`src/rtl/sram_arb_pkg.sv`:
```
// rtl/sram_arb_pkg.sv - shared types and constants for the SRAM port arbiter
package sram_arb_pkg;

    localparam int DATA_W   = 64;
    localparam int REQ_ID_W = 1;

    typedef struct packed {
        logic [REQ_ID_W-1:0] id;
        logic                err;
        logic [DATA_W-1:0]   rdata;
        logic [DATA_W-1:0]   rdata_t0;
        logic                addr_tainted;
    } rsp_entry_t;

    function automatic logic [1:0] id_onehot(input logic [REQ_ID_W-1:0] id);
        return id[0] ? 2'b10 : 2'b01;
    endfunction

endpackage

```
`src/rtl/sram_rsp_fifo.sv`:
```
// rtl/sram_rsp_fifo.sv - in-order response FIFO of rsp_entry_t with occupancy count
module sram_rsp_fifo
    import sram_arb_pkg::*;
#(
    parameter int DEPTH = 2,
    localparam int PW   = $clog2(DEPTH),
    localparam int CW   = $clog2(DEPTH + 1)
) (
    input  logic          clk_i,
    input  logic          rst_ni,
    input  logic          push,
    input  rsp_entry_t    push_data,
    input  logic          pop,
    output rsp_entry_t    head,
    output logic [CW-1:0] count,
    output logic          empty,
    output logic          full
);

    rsp_entry_t    mem [DEPTH];
    logic [PW-1:0] wr_ptr;
    logic [PW-1:0] rd_ptr;
    logic          do_push;
    logic          do_pop;

    assign empty   = (count == '0);
    assign full    = (count == CW'(DEPTH));
    assign do_push = push & ~full;
    assign do_pop  = pop & ~empty;
    assign head    = mem[rd_ptr];

    // Pointers wrap naturally because DEPTH is a power of two.
    always_ff @(posedge clk_i or negedge rst_ni) begin
        if (!rst_ni) begin
            wr_ptr <= '0;
            rd_ptr <= '0;
            count  <= '0;
        end else begin
            if (do_push) wr_ptr <= wr_ptr + PW'(1);
            if (do_pop)  rd_ptr <= rd_ptr + PW'(1);
            if (do_push && !do_pop)      count <= count + CW'(1);
            else if (do_pop && !do_push) count <= count - CW'(1);
        end
    end

    always_ff @(posedge clk_i) begin
        if (do_push) mem[wr_ptr] <= push_data;
    end

endmodule

```
`src/rtl/sram_port_arbiter.sv`:
```
// rtl/sram_port_arbiter.sv - two-requester round-robin front end for the data SRAM with taint shadow
module sram_port_arbiter
    import sram_arb_pkg::*;
#(
    parameter int DATA_WIDTH = DATA_W,
    parameter int NUM_BYTES  = DATA_WIDTH / 8,
    parameter int ADDR_WIDTH = 16,
    parameter int VLEN       = 64,
    parameter int ADDR_LIMIT = 31,
    parameter int RSP_DEPTH  = 2
) (
    input  logic                       clk_i,
    input  logic                       rst_ni,
    input  logic [1:0]                 req_valid_i,
    output logic [1:0]                 req_ready_o,
    input  logic [1:0]                 req_we_i,
    input  logic [1:0][ADDR_WIDTH-1:0] req_addr_i,
    input  logic [1:0][DATA_WIDTH-1:0] req_wdata_i,
    input  logic [1:0][NUM_BYTES-1:0]  req_be_i,
    input  logic [1:0][VLEN-1:0]       req_pc_i,
    input  logic [1:0]                 req_valid_i_t0,
    input  logic [1:0]                 req_we_i_t0,
    input  logic [1:0][ADDR_WIDTH-1:0] req_addr_i_t0,
    input  logic [1:0][DATA_WIDTH-1:0] req_wdata_i_t0,
    input  logic [1:0][NUM_BYTES-1:0]  req_be_i_t0,
    input  logic [1:0][VLEN-1:0]       req_pc_i_t0,
    output logic [1:0]                 rsp_valid_o,
    input  logic [1:0]                 rsp_ready_i,
    output logic [DATA_WIDTH-1:0]      rsp_rdata_o,
    output logic                       rsp_err_o,
    output logic [DATA_WIDTH-1:0]      rsp_rdata_o_t0,
    output logic                       sram_req_o,
    output logic                       sram_we_o,
    output logic [ADDR_WIDTH-1:0]      sram_addr_o,
    output logic [DATA_WIDTH-1:0]      sram_wdata_o,
    output logic [NUM_BYTES-1:0]       sram_be_o,
    output logic [VLEN-1:0]            sram_pc_o,
    output logic                       sram_req_o_t0,
    output logic                       sram_we_o_t0,
    output logic [ADDR_WIDTH-1:0]      sram_addr_o_t0,
    output logic [DATA_WIDTH-1:0]      sram_wdata_o_t0,
    output logic [NUM_BYTES-1:0]       sram_be_o_t0,
    output logic [VLEN-1:0]            sram_pc_o_t0,
    input  logic [DATA_WIDTH-1:0]      sram_rdata_i,
    input  logic [DATA_WIDTH-1:0]      sram_rdata_i_t0
);

    localparam int CW = $clog2(RSP_DEPTH + 1);

    logic          rr_q;
    logic          inflight_q;
    logic          infl_id_q;
    logic          infl_err_q;
    logic          infl_rd_q;
    logic          infl_at_q;

    logic [1:0]    grant;
    logic          win;
    logic          hs;
    logic          addr_ok;
    logic          lvt;
    logic          credit_ok;

    logic [CW-1:0] fifo_count;
    rsp_entry_t    fifo_head;
    rsp_entry_t    push_entry;
    logic          fifo_push;
    logic          fifo_pop;
    logic          fifo_empty;
    logic          fifo_full;

    // The inflight slot holds a credit until its entry lands in the FIFO; pops never bypass.
    assign credit_ok = ({1'b0, fifo_count} + {{CW{1'b0}}, inflight_q}) < (CW+1)'(RSP_DEPTH);

    always_comb begin
        grant = 2'b00;
        if (rst_ni && credit_ok) begin
            if (req_valid_i[rr_q])       grant[rr_q]  = 1'b1;
            else if (req_valid_i[~rr_q]) grant[~rr_q] = 1'b1;
        end
    end

    assign win         = grant[1];
    assign hs          = |grant;
    assign req_ready_o = grant;
    assign addr_ok     = (req_addr_i[win] <= ADDR_WIDTH'(ADDR_LIMIT));
    assign lvt         = req_valid_i_t0[~win];

    assign sram_req_o    = hs & addr_ok;
    assign sram_req_o_t0 = rst_ni & (|req_valid_i_t0);

    // Each forwarded field's taint also carries the loser's valid taint: it steered the grant.
    always_comb begin
        sram_we_o       = 1'b0;
        sram_addr_o     = '0;
        sram_wdata_o    = '0;
        sram_be_o       = '0;
        sram_pc_o       = '0;
        sram_we_o_t0    = 1'b0;
        sram_addr_o_t0  = '0;
        sram_wdata_o_t0 = '0;
        sram_be_o_t0    = '0;
        sram_pc_o_t0    = '0;
        if (hs) begin
            sram_we_o       = req_we_i[win];
            sram_addr_o     = req_addr_i[win];
            sram_wdata_o    = req_wdata_i[win];
            sram_be_o       = req_be_i[win];
            sram_pc_o       = req_pc_i[win];
            sram_we_o_t0    = req_we_i_t0[win] | lvt;
            sram_addr_o_t0  = req_addr_i_t0[win] | {ADDR_WIDTH{lvt}};
            sram_wdata_o_t0 = req_wdata_i_t0[win] | {DATA_WIDTH{lvt}};
            sram_be_o_t0    = req_be_i_t0[win] | {NUM_BYTES{lvt}};
            sram_pc_o_t0    = req_pc_i_t0[win] | {VLEN{lvt}};
        end
    end

    always_ff @(posedge clk_i or negedge rst_ni) begin
        if (!rst_ni) begin
            rr_q       <= 1'b0;
            inflight_q <= 1'b0;
            infl_id_q  <= 1'b0;
            infl_err_q <= 1'b0;
            infl_rd_q  <= 1'b0;
            infl_at_q  <= 1'b0;
        end else begin
            inflight_q <= hs;
            if (hs) begin
                rr_q       <= ~win;
                infl_id_q  <= win;
                infl_err_q <= ~addr_ok;
                infl_rd_q  <= addr_ok & ~req_we_i[win];
                infl_at_q  <= |sram_addr_o_t0;
            end
        end
    end

    // Writes and range errors return a zero-data ack so every request yields one response.
    always_comb begin
        push_entry              = '0;
        push_entry.id           = infl_id_q;
        push_entry.err          = infl_err_q;
        push_entry.rdata        = infl_rd_q ? sram_rdata_i : '0;
        push_entry.rdata_t0     = infl_rd_q ? sram_rdata_i_t0 : '0;
        push_entry.addr_tainted = infl_rd_q & infl_at_q;
    end

    assign fifo_push = inflight_q;

    sram_rsp_fifo #(
        .DEPTH (RSP_DEPTH)
    ) u_rsp_fifo (
        .clk_i     (clk_i),
        .rst_ni    (rst_ni),
        .push      (fifo_push),
        .push_data (push_entry),
        .pop       (fifo_pop),
        .head      (fifo_head),
        .count     (fifo_count),
        .empty     (fifo_empty),
        .full      (fifo_full)
    );

    assign rsp_valid_o    = fifo_empty ? 2'b00 : id_onehot(fifo_head.id);
    assign fifo_pop       = |(rsp_valid_o & rsp_ready_i);
    assign rsp_err_o      = ~fifo_empty & fifo_head.err;
    assign rsp_rdata_o    = fifo_empty ? '0 : fifo_head.rdata;
    assign rsp_rdata_o_t0 = fifo_empty ? '0
                          : (fifo_head.rdata_t0 | {DATA_WIDTH{fifo_head.addr_tainted}});

    a_no_push_when_full: assert property (@(posedge clk_i) disable iff (!rst_ni)
        !(fifo_push && fifo_full));

endmodule
```
`config.mk`:
```
export PLATFORM = sky130hd
export DESIGN_NAME = sram_port_arbiter
export DESIGN_NICKNAME = d
export VERILOG_FILES = /design/src/rtl/sram_arb_pkg.sv /design/src/rtl/sram_rsp_fifo.sv /design/src/rtl/sram_port_arbiter.sv
export SDC_FILE = /design/constraint.sdc
export NUM_CORES = 1
export LEC_CHECK = 0
export CORE_AREA = 4 4 466 468
export CTS_CLUSTER_DIAMETER = 200
export CTS_CLUSTER_SIZE = 25
export DETAILED_ROUTE_END_ITERATION = 6
export DIE_AREA = 0 0 470 472
export GPL_TIMING_DRIVEN = 0
export PLACE_DENSITY = 0.31
export SLEW_MARGIN = 20
export SYNTH_ARGS = -nofsm -noshare
export SYNTH_HDL_FRONTEND = slang
export SYNTH_HIERARCHICAL = 1
export SYNTH_SLANG_ARGS = --single-unit
```
`constraint.sdc`:
```
create_clock -name clk_i -period 10.2 [get_ports clk_i]
set_input_delay 1.02 -clock clk_i [delete_from_list [all_inputs] [get_ports clk_i]]
set_output_delay 1.02 -clock clk_i [all_outputs]
set_load 0.05 [all_outputs]
```
==> results by group, run 1 <==
Outcome
  – Status: finished, final reports clean

Worst hold path
  – Hold/Removal Path Class: reg -> reg

Route
  – First DRT Iteration DRCs: roughly 950
  – Final ANT Viol Nets: 0
  – Total Wirelength: 183 mm
  – Routed len/inst: roughly 32 um
  – DRC: 0
  – Via count: around 18000
  – DRT Pass-1 Iters: 5
  – Vias per cell: between 3 and 4

Die
  – Die Ht: 472 um
  – Die Area: roughly 220000 um^2
  – Horiz. Die Dim: roughly 470 um
  – Starting Density: 7.64%
  – Top Ports: 1189
  – Site Rows: 170
  – Core Area: around 210000 um^2

Setup path
  – CP required: just over 9 ns
  – Startpoint types: primary input
  – Crit Path Class: in -> out
  – Crit-path max FO: 12
  – Arrival @ worst endpoint: 5.83 ns
  – Critical Path Sink Type: primary output

Finish
  – Layout area overhead: 99.1%
  – Final Cell Area: 32500 um^2
  – Most frequent cells in the layout: clkdlybuf4s50_1, o21ai_0, nor2_1
  – Nets: between 3000 and 4000
  – Non-Filler Instances: approximately 5700
  – Commonest non-fill, non-tap cell in the layout: clkdlybuf4s50_1
  – Fill cell count: 24200
  – Share of layout cells above drive strength 1: 9.07%

Timing
  – Fin crit share: 67.2%
  – Min Tclk post-route: 6.85 ns
  – Final Worst Setup Slack: approximately 3.3 ns
  – Fin Setup TNS: 0 ns
  – Worst slew margin: just under 20%
  – Finish-stage setup viols: 0
  – Max Clock Freq: between 100 and 150 MHz
  – Post-route clock skew: about 0.019 ns
  – Final hold viol count: 0
  – RSZ-0062 raised after global routing: no
  – Max-slew violations: 0
  – Worst-Margin Slew: roughly 1.2 ns

Synthesis
  – Synthesized area: 16300 um^2
  – Synth Instances: 1589
  – Net count after synthesis: 2338
  – Synthesized area per cell: approximately 10 um^2
  – Synth warn: 6

CTS
  – H-tree levels: 1
  – CTS Hold Buffers Added: 0
  – CTS Buffer Depth: 3
  – Clk sinks: between 200 and 300
  – Clock latency at the later pin of the worst-skew pair: between 0.5 and 0.6 ns
  – CTS buffer count: 15
  – CTS tree: yes
  – Post-CTS Setup Repair Bufs: 0
  – Post-CTS Resized: 0
  – Clock slew at reported path FFs: ~0.11 ns
  – CTS root buf: clkbuf_16

Placed design
  – Placed cell count: 5627
  – Routability cong.: slightly above 0.9
  – Area after DPL: roughly 32000 um^2
  – Port bufs: ~1200
  – Setup WS pre-CTS: roughly 3.2 ns
  – Placed wire-length estimate: ~160 mm

Pwr
  – Leakage Power: 11.1 nW
  – PD cells: between 200 and 250 nW/um^2
  – Peak supply drop: 85.6 uV

GRT
  – Largest net degree at the start of global routing: 40
  – Global route total overflow: 0
  – Global-route wire length before repair: roughly 230 mm
  – Vias in the first global route: about 19000
  – Gr usage total: approximately 16%
  – Antenna violations before repair: 83

Flow run
  – Max Cap Violations: 0
==> registers in the layout, indices dropped and copies added (netlist names) <==
register	cells
u_rsp_fifo/count	2
rr_q	1
u_rsp_fifo/wr_ptr	1
u_rsp_fifo/rd_ptr	1
infl_at_q	1
u_rsp_fifo/mem	262
fifo_push	1
infl_rd_q	1
infl_err_q	1
infl_id_q	1
==> metal layers <==
metal / part of all wire (%) / up-vias / GRT usage [%]
met3: 7.5 / 166 / 4.86
met4: 3.0 / 48 / 3.51
met1: 33 / 8783 / 15.2
met5: 0.17 / - / 0
met2: 56 / 866 / 32.1
li1: - / 8197 / -
==> cell type report <==
type                            instances  area, um^2  area share (%)
Timing Repair Buffer                 1200       12100            37.2
Clock inverter                          3        33.8           0.104
Tap cell                             2838        3550            10.9
Inverter                                5        18.8          0.0578
Clock buffer                           20         394            1.21
Multi-Input combinational cell       1158        7460            23.0
Buffer                                154         754            2.32
Antenna cell                           25        62.6           0.193
Sequential cell                       272        8120            25.0
==> power breakdown <==
group	internal, mW	switching (mW)	total [mW]
registers	1.38	0.0459	1.42
clock network	0.282	0.404	0.687
logic	1.75	3.83	5.58
==> metrics by stage <==
step           power [mW]  hold slack [ns]  utilization, %
2_1_floorplan        4.54            0.441               -
3_3_place_gp         7.26            0.473            14.9
3_5_place_dp         7.23            0.467            15.0
4_1_cts              7.96            0.499            15.2
5_1_grt              8.05            0.509            15.2
6_report             7.69            0.497            15.2
==> worst max-delay path, stage by stage <==
cell and delay [ns]:
clkdlybuf4s50_1 1.08, nor2b_4 0.33, nand4_4 0.28, inv_2 0.13, buf_4 0.32, clkbuf_1 0.93, o21ai_0 0.20, o21ai_0 0.40
clkdlybuf4s50_1 1.08
==> worst paths after layout <==
kind	slack (ns)	depth (start not counted)	end	startpoint
worst min-delay path	0.50	0	u_rsp_fifo/mem[0][129]	infl_err_q
max in group asynchronous	8.62	1	u_rsp_fifo/rd_ptr	rst_ni
worst min register to register	0.50	0	u_rsp_fifo/mem[0][129]	infl_err_q
worst max register to register	6.62	9	u_rsp_fifo/count[1]	u_rsp_fifo/count[1]
worst max-delay path	3.35	9	sram_pc_o_t0[17]	rst_ni
min in group asynchronous	0.99	1	infl_at_q	rst_ni
Power figures use the tool's default switching activity.
==> inputs of run 2 (changes only) <==
--- a/config.mk
+++ b/config.mk
@@ -5,11 +5,11 @@
 export SDC_FILE = /design/constraint.sdc
 export NUM_CORES = 1
 export LEC_CHECK = 0
-export CORE_AREA = 4 4 466 468
+export CORE_AREA = 4 4 458 460
 export CTS_CLUSTER_DIAMETER = 200
 export CTS_CLUSTER_SIZE = 25
 export DETAILED_ROUTE_END_ITERATION = 6
-export DIE_AREA = 0 0 470 472
+export DIE_AREA = 0 0 462 464
 export GPL_TIMING_DRIVEN = 0
 export PLACE_DENSITY = 0.31
 export SLEW_MARGIN = 20
==> constraint.sdc (replaced) <==
create_clock -name clk_i -period 6.7 [get_ports clk_i]
set_input_delay 0.67 -clock clk_i [delete_from_list [all_inputs] [get_ports clk_i]]
set_output_delay 0.67 -clock clk_i [all_outputs]
set_load 0.05 [all_outputs]
==> run 2 against run 1 <==
Worst hold slack improved by 0.013 ns. Clock power rose by 45%. Count of clock-buffer cells in the layout is 4 lower. Largest power group unchanged.
==> results by group, run 2 (same netlist as run 1, synthesis figures left out) <==
Outcome
  – Status: finished, final reports clean

Finish
  – Nets: 3554 (-0.028%)
  – Layout area overhead: 98.0%
  – Non-Filler Instances: 5531 (-2.5%)
  – Reg with most FFs: u_rsp_fifo/mem
  – Final core utilization: 15.7% (+0.47 points)
  – Largest regs: u_rsp_fifo/mem x262, u_rsp_fifo/count x2
  – Number of flip-flops in the largest register: 262 (unchanged)
  – Commonest non-fill, non-tap cell in the layout: clkdlybuf4s50_1
  – Most frequent cells in the layout: clkdlybuf4s50_1, o21ai_0, nor2_1
  – Share of layout cells above drive strength 1: 8.62% (-0.44 points)

Setup path
  – Startpoint types: primary input
  – Arrival @ worst endpoint: 5.38 ns (-0.45 ns)
  – CP required: 6.03 ns (-3.15 ns)
  – Reg-to-reg slack, setup: 3.14 ns (-3.48 ns)
  – Critical Path Sink Type: primary output
  – Crit-path max FO: 12 (unchanged)
  – Crit Path Class: in -> out

Timing
  – Fin crit share: between 90% and 100%
  – Finish-stage setup viols: 0 (unchanged)
  – Worst slew margin: 26.4% (+6.8 points)
  – Worst-Margin Slew: 1.09 ns (-0.114 ns)
  – RSZ-0062 raised after global routing: no
  – Final Worst Setup Slack: 0.649 ns (-2.70 ns)
  – Max-slew violations: 0 (unchanged)
  – Fin Setup TNS: 0 ns (unchanged)
  – Min Tclk post-route: between 6 and 7 ns
  – Post-route clock skew: 0.0259 ns (+0.00701 ns)
  – Final hold viol count: 0 (unchanged)
  – Max Clock Freq: roughly 170 MHz

CTS
  – CTS Hold Buffers Added: 0 (unchanged)
  – Post-CTS Setup Repair Bufs: 0 (unchanged)
  – CTS tree: yes
  – Clk sinks: 272 (unchanged)
  – Clock latency at the later pin of the worst-skew pair: 0.54 ns (about the same)
  – CTS Buffer Depth: 3 (unchanged)
  – H-tree levels: 1 (unchanged)
  – Clock slew at reported path FFs: 0.11 ns (about the same)
  – Post-CTS Resized: 0 (unchanged)
  – CTS root buf: clkbuf_16
  – CTS buffer count: 14 (-1)

Die
  – Starting Density: 7.92% (+0.28 points)
  – Core Area: 206000 um^2 (-3.5%)
  – Die Ht: 464 um (-1.7%)
  – Top Ports: 1189 (unchanged)
  – Horiz. Die Dim: 462 um (-1.7%)
  – Die Area: 214000 um^2 (-3.4%)
  – Site Rows: 167 (-1.8%)

GRT
  – Largest net degree at the start of global routing: 38 (-5.0%)
  – Global route total overflow: 0 (unchanged)
  – Vias in the first global route: 18600 (-2.3%)
  – Gr usage total: 16.4% (+0.62 points)
  – Global-route wire length before repair: 224 mm (-0.68%)
  – Antenna violations before repair: 81 (-2.4%)

Pwr
  – Seq pwr share: 18.5% (about the same)
  – Peak supply drop: 218 uV (+160%)
  – Sw Ratio: 55.9% (+0.20 points)
  – Pint: 5.18 mW (+52%)
  – Gate power share: 73.1% (+0.5 points)
  – Leakage Power: 11.0 nW (-0.34%)
  – Clk pwr share: 8.5% (-0.4 points)
  – NetSw: 6.55 mW (+53%)
  – PD cells: 363 nW/um^2 (+53%)
  – Pwr Total: 11.7 mW (+53%)

Placed design
  – Port bufs: 1186 (unchanged)
  – Placed wire-length estimate: 166 mm (+0.80%)
  – Routability cong.: 0.926 (+1.0%)
  – Setup WS pre-CTS: 0.269 ns (-2.94 ns)
  – Placed cell count: 5493 (-2.4%)

Route
  – Vias per cell: 3.28 (+3.1%)
  – First DRT Iteration DRCs: 1116 (+17%)
  – DRT Pass-1 Iters: 5 (unchanged)
  – Final ANT Viol Nets: 0 (unchanged)
  – DRC: 0 (unchanged)
  – Via count: 18100 (+0.47%)
  – Total Wirelength: 184 mm (+0.58%)
  – Routed len/inst: 33.3 um (+3.2%)

Flow run
  – Max Cap Violations: 0 (unchanged)

Worst hold path
  – Hold/Removal Path Class: reg -> reg
[run 2: power by group through the flow]
stage                     clock network (mW)  registers (mW)  logic [mW]
after CTS                               1.07            2.17        8.86
after detailed placement                   0            2.21        8.85
after global placement                     0            2.28        8.78
final                                  0.995            2.17        8.57
after global routing                    1.13            2.18        8.93
after floorplan                            0            2.22        4.68
[run 2: final cells by class]
| type | count | area, um^2 |
|---|---|---|
| antenna | 21 | 52.6 |
| buffer | 154 | 756 |
| clock buffer | 16 | 379 |
| clock inverter | 1 | 3.75 |
| fill | 23300 | 174000 |
| inverter | 5 | 18.8 |
| multi-input combinational | 1158 | 7460 |
| sequential | 272 | 8120 |
| tap | 2704 | 3380 |
| timing repair buffer | 1200 | 12100 |
[run 2: final timing paths]
check                                     from                     end  cells after the start
max                                     rst_ni     sram_wdata_o_t0[22]                      8
min                                  infl_id_q  u_rsp_fifo/mem[1][130]                      0
max reg2reg                u_rsp_fifo/count[1]     u_rsp_fifo/count[1]                      9
min reg2reg                          infl_id_q  u_rsp_fifo/mem[1][130]                      0
max in group asynchronous               rst_ni       u_rsp_fifo/rd_ptr                      1
min in group asynchronous               rst_ni                    rr_q                      1
[run 2: critical path, stage by stage]
cell and delay, ns:
clkdlybuf4s50_1 1.00, nor2b_4 0.33, and2_1 0.20, nand3_2 0.28
clkbuf_1 0.45, clkbuf_1 0.40, o21ai_0 0.94, clkdlybuf4s50_1 1.06
[run 2: layer usage]
layer / up-vias / wire [um] / track usage (%)
met2: 865 / 98600 / 31.3
met5: - / 380 / 0
met3: 189 / 13200 / 4.63
met4: 60 / 8030 / 5.98
met1: 8857 / 63700 / 16.6
li1: 8173 / - / -
[run 2: through the flow]
stage | area [um^2] | hold WS (ns)
after global placement | 31600 | 0.461
after CTS | 32300 | 0.502
final | 32300 | 0.510
after detailed placement | 31900 | 0.469
after floorplan | 16300 | 0.374
after global routing | 32300 | 0.516
